`config.mk`:
```
export PLATFORM = sky130hd
export DESIGN_NAME = imem_port_arbiter_flat
export DESIGN_NICKNAME = d
export VERILOG_FILES = /design/src/rtl/types_pkg.sv /design/src/rtl/imem_port_arbiter_if.sv /design/src/rtl/imem_starve_counter.sv /design/src/rtl/imem_port_arbiter.sv /design/src/flat_wrapper.sv
export SDC_FILE = /design/constraint.sdc
export NUM_CORES = 1
export LEC_CHECK = 0
export CELL_PAD_IN_SITES_DETAIL_PLACEMENT = 1
export CELL_PAD_IN_SITES_GLOBAL_PLACEMENT = 1
export CORE_MARGIN = 3
export CORE_UTILIZATION = 11
export DETAILED_ROUTE_END_ITERATION = 12
export MAX_ROUTING_LAYER = met4
export PLACE_DENSITY = 0.83
export SLEW_MARGIN = 0
export SYNTH_ARGS = -nofsm -noshare
export SYNTH_HDL_FRONTEND = slang
export SYNTH_SLANG_ARGS = --single-unit
```
`constraint.sdc`:
```
create_clock -name clk -period 1.9 [get_ports clk]
set_clock_uncertainty 0.1 [all_clocks]
set_input_delay 0.475 -clock clk [delete_from_list [all_inputs] [get_ports clk]]
set_output_delay 0.475 -clock clk [all_outputs]
set_load 0.005 [all_outputs]
```
`src/rtl/types_pkg.sv`:
```
// Shared instruction-memory types and arbiter constants.
// Memory is word addressed; MEM_SIZE sets the address width.
package types_pkg;

   localparam int MEM_SIZE = 512;
   localparam int AW = $clog2(MEM_SIZE);
   localparam int IMEM_STARVE_LIMIT = 4;

   typedef logic [AW-1:0] address_t;
   typedef logic [31:0]   word_t;

   typedef enum logic {
      ARB,
      LOCKED
   } arb_state_t;

endpackage

```
`src/rtl/imem_port_arbiter_if.sv`:
```
// Fetch, loader and memory-side signals of the imem port arbiter.
// The slave modport is the arbiter; the master modport is its environment.
interface imem_port_arbiter_if;
   import types_pkg::*;

   logic     f_req;
   address_t f_addr;
   logic     f_gnt;
   logic     f_rvalid;
   word_t    f_rdata;

   logic     l_req;
   logic     l_we;
   address_t l_addr;
   word_t    l_wdata;
   logic     l_lock;
   logic     l_gnt;
   logic     l_rvalid;
   word_t    l_rdata;

   logic     mem_en;
   logic     mem_we;
   address_t mem_addr;
   word_t    mem_wdata;
   word_t    mem_rdata;

   logic     fetch_stall;

   modport slave (
      input  f_req, f_addr,
      output f_gnt, f_rvalid, f_rdata,
      input  l_req, l_we, l_addr, l_wdata, l_lock,
      output l_gnt, l_rvalid, l_rdata,
      output mem_en, mem_we, mem_addr, mem_wdata,
      input  mem_rdata,
      output fetch_stall
   );

   modport master (
      output f_req, f_addr,
      input  f_gnt, f_rvalid, f_rdata,
      output l_req, l_we, l_addr, l_wdata, l_lock,
      input  l_gnt, l_rvalid, l_rdata,
      input  mem_en, mem_we, mem_addr, mem_wdata,
      output mem_rdata,
      input  fetch_stall
   );

endinterface

```
`src/rtl/imem_starve_counter.sv`:
```
// Saturating count of consecutive denied fetch cycles.
// Clear wins over increment; hold freezes the count.
module imem_starve_counter #(
   parameter int LIMIT = 4
) (
   input  logic clk,
   input  logic rst,
   input  logic clr,
   input  logic inc,
   input  logic hold,
   output logic at_limit
);

   localparam int CW = $clog2(LIMIT + 1);
   localparam logic [CW-1:0] LIM = CW'(LIMIT);

   logic [CW-1:0] cnt_q;
   logic [CW-1:0] cnt_d;

   always_comb begin
      cnt_d = cnt_q;
      if (clr) begin
         cnt_d = '0;
      end else if (inc && !hold && (cnt_q < LIM)) begin
         cnt_d = cnt_q + 1'b1;
      end
   end

   always_ff @(posedge clk) begin
      if (rst) begin
         cnt_q <= '0;
      end else begin
         cnt_q <= cnt_d;
      end
   end

   assign at_limit = (cnt_q >= LIM);

endmodule

```
`src/rtl/imem_port_arbiter.sv`:
```
// Shares one 1-cycle-latency imem port between fetch and the loader.
// Loader has priority unless fetch is starved or the loader holds the lock.
module imem_port_arbiter
   import types_pkg::*;
#(
   parameter int STARVE_LIMIT = IMEM_STARVE_LIMIT
) (
   input logic                clk,
   input logic                rst,
   imem_port_arbiter_if.slave bus
);

   arb_state_t state_q;
   arb_state_t state_d;
   logic       f_rvalid_q;
   logic       f_rvalid_d;
   logic       l_rvalid_q;
   logic       l_rvalid_d;

   logic       f_gnt;
   logic       l_gnt;
   logic       starved;
   logic       cnt_clr;
   logic       cnt_inc;

   always_comb begin
      state_d    = bus.l_lock ? LOCKED : ARB;
      f_gnt      = 1'b0;
      l_gnt      = 1'b0;
      if (!rst) begin
         case (state_q)
            ARB: begin
               if (starved) begin
                  f_gnt = bus.f_req;
                  l_gnt = bus.l_req & ~bus.f_req;
               end else begin
                  l_gnt = bus.l_req;
                  f_gnt = bus.f_req & ~bus.l_req;
               end
            end
            LOCKED: begin
               l_gnt = bus.l_req;
            end
            default: ;
         endcase
      end
      f_rvalid_d = f_gnt;
      l_rvalid_d = l_gnt & ~bus.l_we;
   end

   always_ff @(posedge clk) begin
      if (rst) begin
         state_q    <= ARB;
         f_rvalid_q <= 1'b0;
         l_rvalid_q <= 1'b0;
      end else begin
         state_q    <= state_d;
         f_rvalid_q <= f_rvalid_d;
         l_rvalid_q <= l_rvalid_d;
      end
   end

   // The count only builds while fetch waits in normal arbitration.
   assign cnt_clr = f_gnt | ~bus.f_req | (state_q == LOCKED);
   assign cnt_inc = bus.f_req & ~f_gnt & (state_q == ARB);

   imem_starve_counter #(
      .LIMIT(STARVE_LIMIT)
   ) u_starve (
      .clk     (clk),
      .rst     (rst),
      .clr     (cnt_clr),
      .inc     (cnt_inc),
      .hold    (1'b0),
      .at_limit(starved)
   );

   always_comb begin
      bus.mem_addr  = '0;
      bus.mem_wdata = '0;
      if (l_gnt) begin
         bus.mem_addr  = bus.l_addr;
         bus.mem_wdata = bus.l_wdata;
      end else if (f_gnt) begin
         bus.mem_addr  = bus.f_addr;
      end
   end

   assign bus.f_gnt       = f_gnt;
   assign bus.l_gnt       = l_gnt;
   assign bus.mem_en      = f_gnt | l_gnt;
   assign bus.mem_we      = l_gnt & bus.l_we;
   assign bus.f_rvalid    = f_rvalid_q;
   assign bus.l_rvalid    = l_rvalid_q;
   assign bus.f_rdata     = bus.mem_rdata;
   assign bus.l_rdata     = bus.mem_rdata;
   assign bus.fetch_stall = bus.f_req & ~f_gnt;

endmodule

```
`src/flat_wrapper.sv`:
```
// flat-port wrapper written by rule: the top's interface ports become plain ports
module imem_port_arbiter_flat import types_pkg::*;
#(
   parameter int STARVE_LIMIT = IMEM_STARVE_LIMIT
)
  (clk, rst, bus_f_req, bus_f_addr, bus_f_gnt, bus_f_rvalid, bus_f_rdata, bus_l_req, bus_l_we, bus_l_addr, bus_l_wdata, bus_l_lock, bus_l_gnt, bus_l_rvalid, bus_l_rdata, bus_mem_en, bus_mem_we, bus_mem_addr, bus_mem_wdata, bus_mem_rdata, bus_fetch_stall);
  imem_port_arbiter_if bus_i ();
  input logic clk;
  input logic rst;
  input wire logic [$bits(bus_i.f_req)-1:0] bus_f_req;
  input wire logic [$bits(bus_i.f_addr)-1:0] bus_f_addr;
  output wire logic [$bits(bus_i.f_gnt)-1:0] bus_f_gnt;
  output wire logic [$bits(bus_i.f_rvalid)-1:0] bus_f_rvalid;
  output wire logic [$bits(bus_i.f_rdata)-1:0] bus_f_rdata;
  input wire logic [$bits(bus_i.l_req)-1:0] bus_l_req;
  input wire logic [$bits(bus_i.l_we)-1:0] bus_l_we;
  input wire logic [$bits(bus_i.l_addr)-1:0] bus_l_addr;
  input wire logic [$bits(bus_i.l_wdata)-1:0] bus_l_wdata;
  input wire logic [$bits(bus_i.l_lock)-1:0] bus_l_lock;
  output wire logic [$bits(bus_i.l_gnt)-1:0] bus_l_gnt;
  output wire logic [$bits(bus_i.l_rvalid)-1:0] bus_l_rvalid;
  output wire logic [$bits(bus_i.l_rdata)-1:0] bus_l_rdata;
  output wire logic [$bits(bus_i.mem_en)-1:0] bus_mem_en;
  output wire logic [$bits(bus_i.mem_we)-1:0] bus_mem_we;
  output wire logic [$bits(bus_i.mem_addr)-1:0] bus_mem_addr;
  output wire logic [$bits(bus_i.mem_wdata)-1:0] bus_mem_wdata;
  input wire logic [$bits(bus_i.mem_rdata)-1:0] bus_mem_rdata;
  output wire logic [$bits(bus_i.fetch_stall)-1:0] bus_fetch_stall;
  assign bus_i.f_req = bus_f_req;
  assign bus_i.f_addr = bus_f_addr;
  assign bus_f_gnt = bus_i.f_gnt;
  assign bus_f_rvalid = bus_i.f_rvalid;
  assign bus_f_rdata = bus_i.f_rdata;
  assign bus_i.l_req = bus_l_req;
  assign bus_i.l_we = bus_l_we;
  assign bus_i.l_addr = bus_l_addr;
  assign bus_i.l_wdata = bus_l_wdata;
  assign bus_i.l_lock = bus_l_lock;
  assign bus_l_gnt = bus_i.l_gnt;
  assign bus_l_rvalid = bus_i.l_rvalid;
  assign bus_l_rdata = bus_i.l_rdata;
  assign bus_mem_en = bus_i.mem_en;
  assign bus_mem_we = bus_i.mem_we;
  assign bus_mem_addr = bus_i.mem_addr;
  assign bus_mem_wdata = bus_i.mem_wdata;
  assign bus_i.mem_rdata = bus_mem_rdata;
  assign bus_fetch_stall = bus_i.fetch_stall;
  imem_port_arbiter #(.STARVE_LIMIT(STARVE_LIMIT)) u_core (.clk(clk), .rst(rst), .bus(bus_i));
endmodule
```
# Word level (Yosys, flattened, before mapping)
# Cells that the tools add are included.
# Widths: inputs -> output; s select.
# totals
register_bits	6
latchBits	0
ramBits	0
romBits	0
input_bits	88
wordCells	33
memories	0
# classes
add_sub_neg	1
n_mul	0
n_div	0
magnitude_cmp	2
n_eq_ne	0
shifts	0
n_mux	10
bitwise_logic	14
reduce_logical	2
# op_table
op	count
$mux 32	1
$mux 9	2
$and 1x1->1	6
$mux 1	6
$not 1->1	5
$add 3x1->3 const B	1
$ge 3x3->1 const B	1
$lt 3x3->1 const B	1
$or 1x1->1	3
$pmux 1 s2	1
$reduce_or 2->1	1
$logic_and 1x1->1	1

# Depth between registers and ports, before layout
# depth
depth_word	9
depth_mapped	4
depth_no_buf	3

# Cells and area by module
# A second synthesis with hierarchy kept.
# hier_totals
cells_unflattened	147
hier_area_um2	1192.4
# modules_own_cells
module	instances	cells_per_inst	area_per_inst_um2
imem_port_arbiter	1	129	1014.7
imem_starve_counter	1	18	177.7

# Least setup slack after synthesis
# No wires, ideal clock.
# synth_timing
kind	input port to output port
startpoint	in rst
endpoint	out bus_mem_addr[0]
arrival_ns	1.187
path_slack_ns	0.138
cell_stages	4
cell_sequence	nand2b_4 -> a31oi_4 -> buf_6 -> a22o_1
# synth_via
elab_chain_len	3
# synth_lines
element	line	source
start: declaration	flat_wrapper.sv:9	input logic rst;
$mux 1	imem_port_arbiter.sv:30	if (!rst) begin
$mux 9	imem_port_arbiter.sv:84	end else if (f_gnt) begin
$mux 9 *	imem_port_arbiter.sv:81	if (l_gnt) begin
end: declaration	flat_wrapper.sv:25	output wire logic [$bits(bus_i.mem_addr)-1:0] bus_mem_addr;
# Every way passes the cells marked *; elsewhere a longest branch is shown, timed or not.

# Final worst setup path
# layout_timing
startpoint	in rst
endpoint	out bus_mem_wdata[30]
# layout_via
elab_chain_len	2
# layout_lines
element	line	source
$mux 1	imem_port_arbiter.sv:30	
$mux 32	imem_port_arbiter.sv:81	
end: declaration	flat_wrapper.sv:26	output wire logic [$bits(bus_i.mem_wdata)-1:0] bus_mem_wdata;
# No other way between the ends.

==> out/metrics.cfg <==
[detailed_routing]
viasPerCell = 3.235
drt_iter0_markers = 31
drtPass1Iterations = 4
routedWlPerCell_um = 15.43
vias = 1074
wirelength_um = 5124
drc = 0
antenna_left = 0

[sta]
worstMarginPinSlew_ns = 0.2554
setup_violations = 44
min_period_ns = 2.180
rsz0062_at_grt = true
whs_ns = 0.3968
hold_viol = 0
relSlewSlack_pct = 82.82
max_freq_mhz = 458.6
drv_slew = 0
fin_ws_ns = -0.2804
period_share_pct = 114.8

[placement]
dp_hpwl_um = 3128
io_buffers = 103
placed_cell_area_mm2 = 0.001813
routabilityCongestion = 0.7832

[global_routing]
top_usage_layer = met2
grt_util_met2_pct = 17.81
antenna_found_initial = 0
grt_util_met3_pct = 2.327
grt_use_total_pct = 9.005
grtUsageMet1_pct = 8.521
grt_pass1_vias = 1213
grt_pass1_wl_um = 7465
grt_overflow = 0
grt_max_degree = 13

[die]
die_w_um = 105.5
fp.dieArea_mm2 = 0.01113
core-area_mm2 = 0.009415
die_h_um = 105.5
start_util_pct = 11.56
row_count = 35
io_pins = 200

[cts]
h-tree-depth = 1
ctsLongestPathBuffers = 2
clock-sinks = 6
tritoncts = built
numCtsBuffers = 3
cts-root-buf = clkbuf_8
clk_latency_ns = 0.22
cts_hold_buf = 0
clk_pin_slew_ns = 0.03

[yosys]
avgSynthCellArea_um2 = 8.004
syn_nets = 226
synth_top_area_share_pct = 44.83
yosys.area.top_type = buf_4
yosysUniqueCellTypes = 16
yosysWarnings = 0
yosys-top-cells-area = buf_4, and2_1, dfxtp_1
synth_seq_area_share_pct = 11.03
syn-instance-count = 136
syn_area_mm2 = 0.001089
yosys_register_bits = 6

[worst_setup_path]
critPathMaxFanout = 11
crit_arrival_ns = 1.61
start_kind = input port
endpoint_kind = output port
path_class = in2out
timing.rr.start = u_core.state_q
crit_start = rst
worstPathRequired_ns = 1.32

[run_status]
status = finished with violations
violations = setup timing

[flow_run]
max_cap_violations = 0

[finish]
areaGrowthSynthToFinish_pct = 97.70
fill_cells = 1078
final_cell_area_mm2 = 0.002152
diodes = 0
drive_gt1_share_pct = 50.25
final_nets = 295
final_util_pct = 22.86
final_common_cell = clkdlybuf4s50_1
final_cell_mix = clkdlybuf4s50_1, buf_6, and2_1, clkdlybuf4s15_2, buf_4

[worst_hold_path]
hp-class = reg2reg
min_from = u_core.u_starve.cnt_q[0]

[power_and_ir_drop]
power.leakage_nw = 0.9247
powerDensity_mw_per_mm2 = 315.0
ir_worst_vdd_mv = 0.1744
finalPower_uw = 677.8

==> area by class of cell <==
class | instances | area (um^2) | area share (%)
Timing Repair Buffer | 133 | 1338 | 62.15
Multi-Input combinational cell | 58 | 475.5 | 22.09
Tap cell | 129 | 161.4 | 7.500
Sequential cell | 6 | 125.1 | 5.814
Clock buffer | 3 | 41.29 | 1.919
Inverter | 3 | 11.26 | 0.5233
==> cells in the mapped netlist (all sizes together) <==
cell and instances:
and2b 2, nor2b 2, a22o 9, a31oi 1
nor3 3, nor4 1, or2 1, buf 69
ha 2, nand2b 2, inv 3, dfxtp 6
and2 35
==> path summary, 6_finish.rpt <==
check / to / slack, ns / cells after the start
worst max register to register: u_core.bus.l_rvalid / 0.54 / 7
worst max-delay path: bus_mem_wdata[30] / -0.28 / 7
worst min-delay path: u_core.u_starve.cnt_q[0] / 0.40 / 1
worst min register to register: u_core.u_starve.cnt_q[0] / 0.40 / 1
==> worst max-delay path: stages <==
cell and delay (ns):
buf_6 0.09, nand2b_4 0.14, a31oi_4 0.24, buf_4 0.18, buf_16 0.12, and2_1 0.15, clkdlybuf4s15_2 0.21
==> metal layers <==
layer  vias to the layer above  wire length, um
met5                         -                0
met4                         0               74
met3                         8              407
met2                        70             2940
met1                       497             1702
li1                        499                -
==> logic make-up (layout without fill, tap and decap cells) <==
kind of cell / Yosys count / in the layout / synth area share [%]
AND/OR/NAND/NOR: 46 / 46 / 27.47
adder cells (fa/ha/maj): 2 / 2 / 2.298
buffers and inverters: 72 / 139 / 50.00
AO/OA/AOI/OAI: 10 / 10 / 9.196
flip-flops: 6 / 6 / 11.03
==> report_power, final <==
part           internal [mW]  switching (mW)
Clock                  0.136          0.0538
Sequential             0.129         0.00238
Combinational          0.249           0.107
==> metrics by stage <==
stage | setup TNS [ns] | setup slack, ns | cells
4_1_cts | -9.632 | -0.5807 | 335
3_3_place_gp | -35.18 | -0.7954 | 306
3_5_place_dp | -36.82 | -0.8429 | 306
6_report | -9.274 | -0.2804 | 332
5_1_grt | -12.29 | -0.3621 | 332
2_1_floorplan | 0 | 0.1380 | 136
==> registers in the layout (all words and copies together) (netlist names) <==
name and flops:
u_core.u_starve.cnt_q 3, u_core.bus.f_rvalid 1, u_core.bus.l_rvalid 1, u_core.state_q 1
==> what timing repair did <==
action	in CTS	in global routing
endpoints found under the setup margin	46	45
setup buffers	21	7
pin swaps	10	8
gates cloned	5	0
gates resized for setup	209	27
Power figures use the tool's default switching activity.
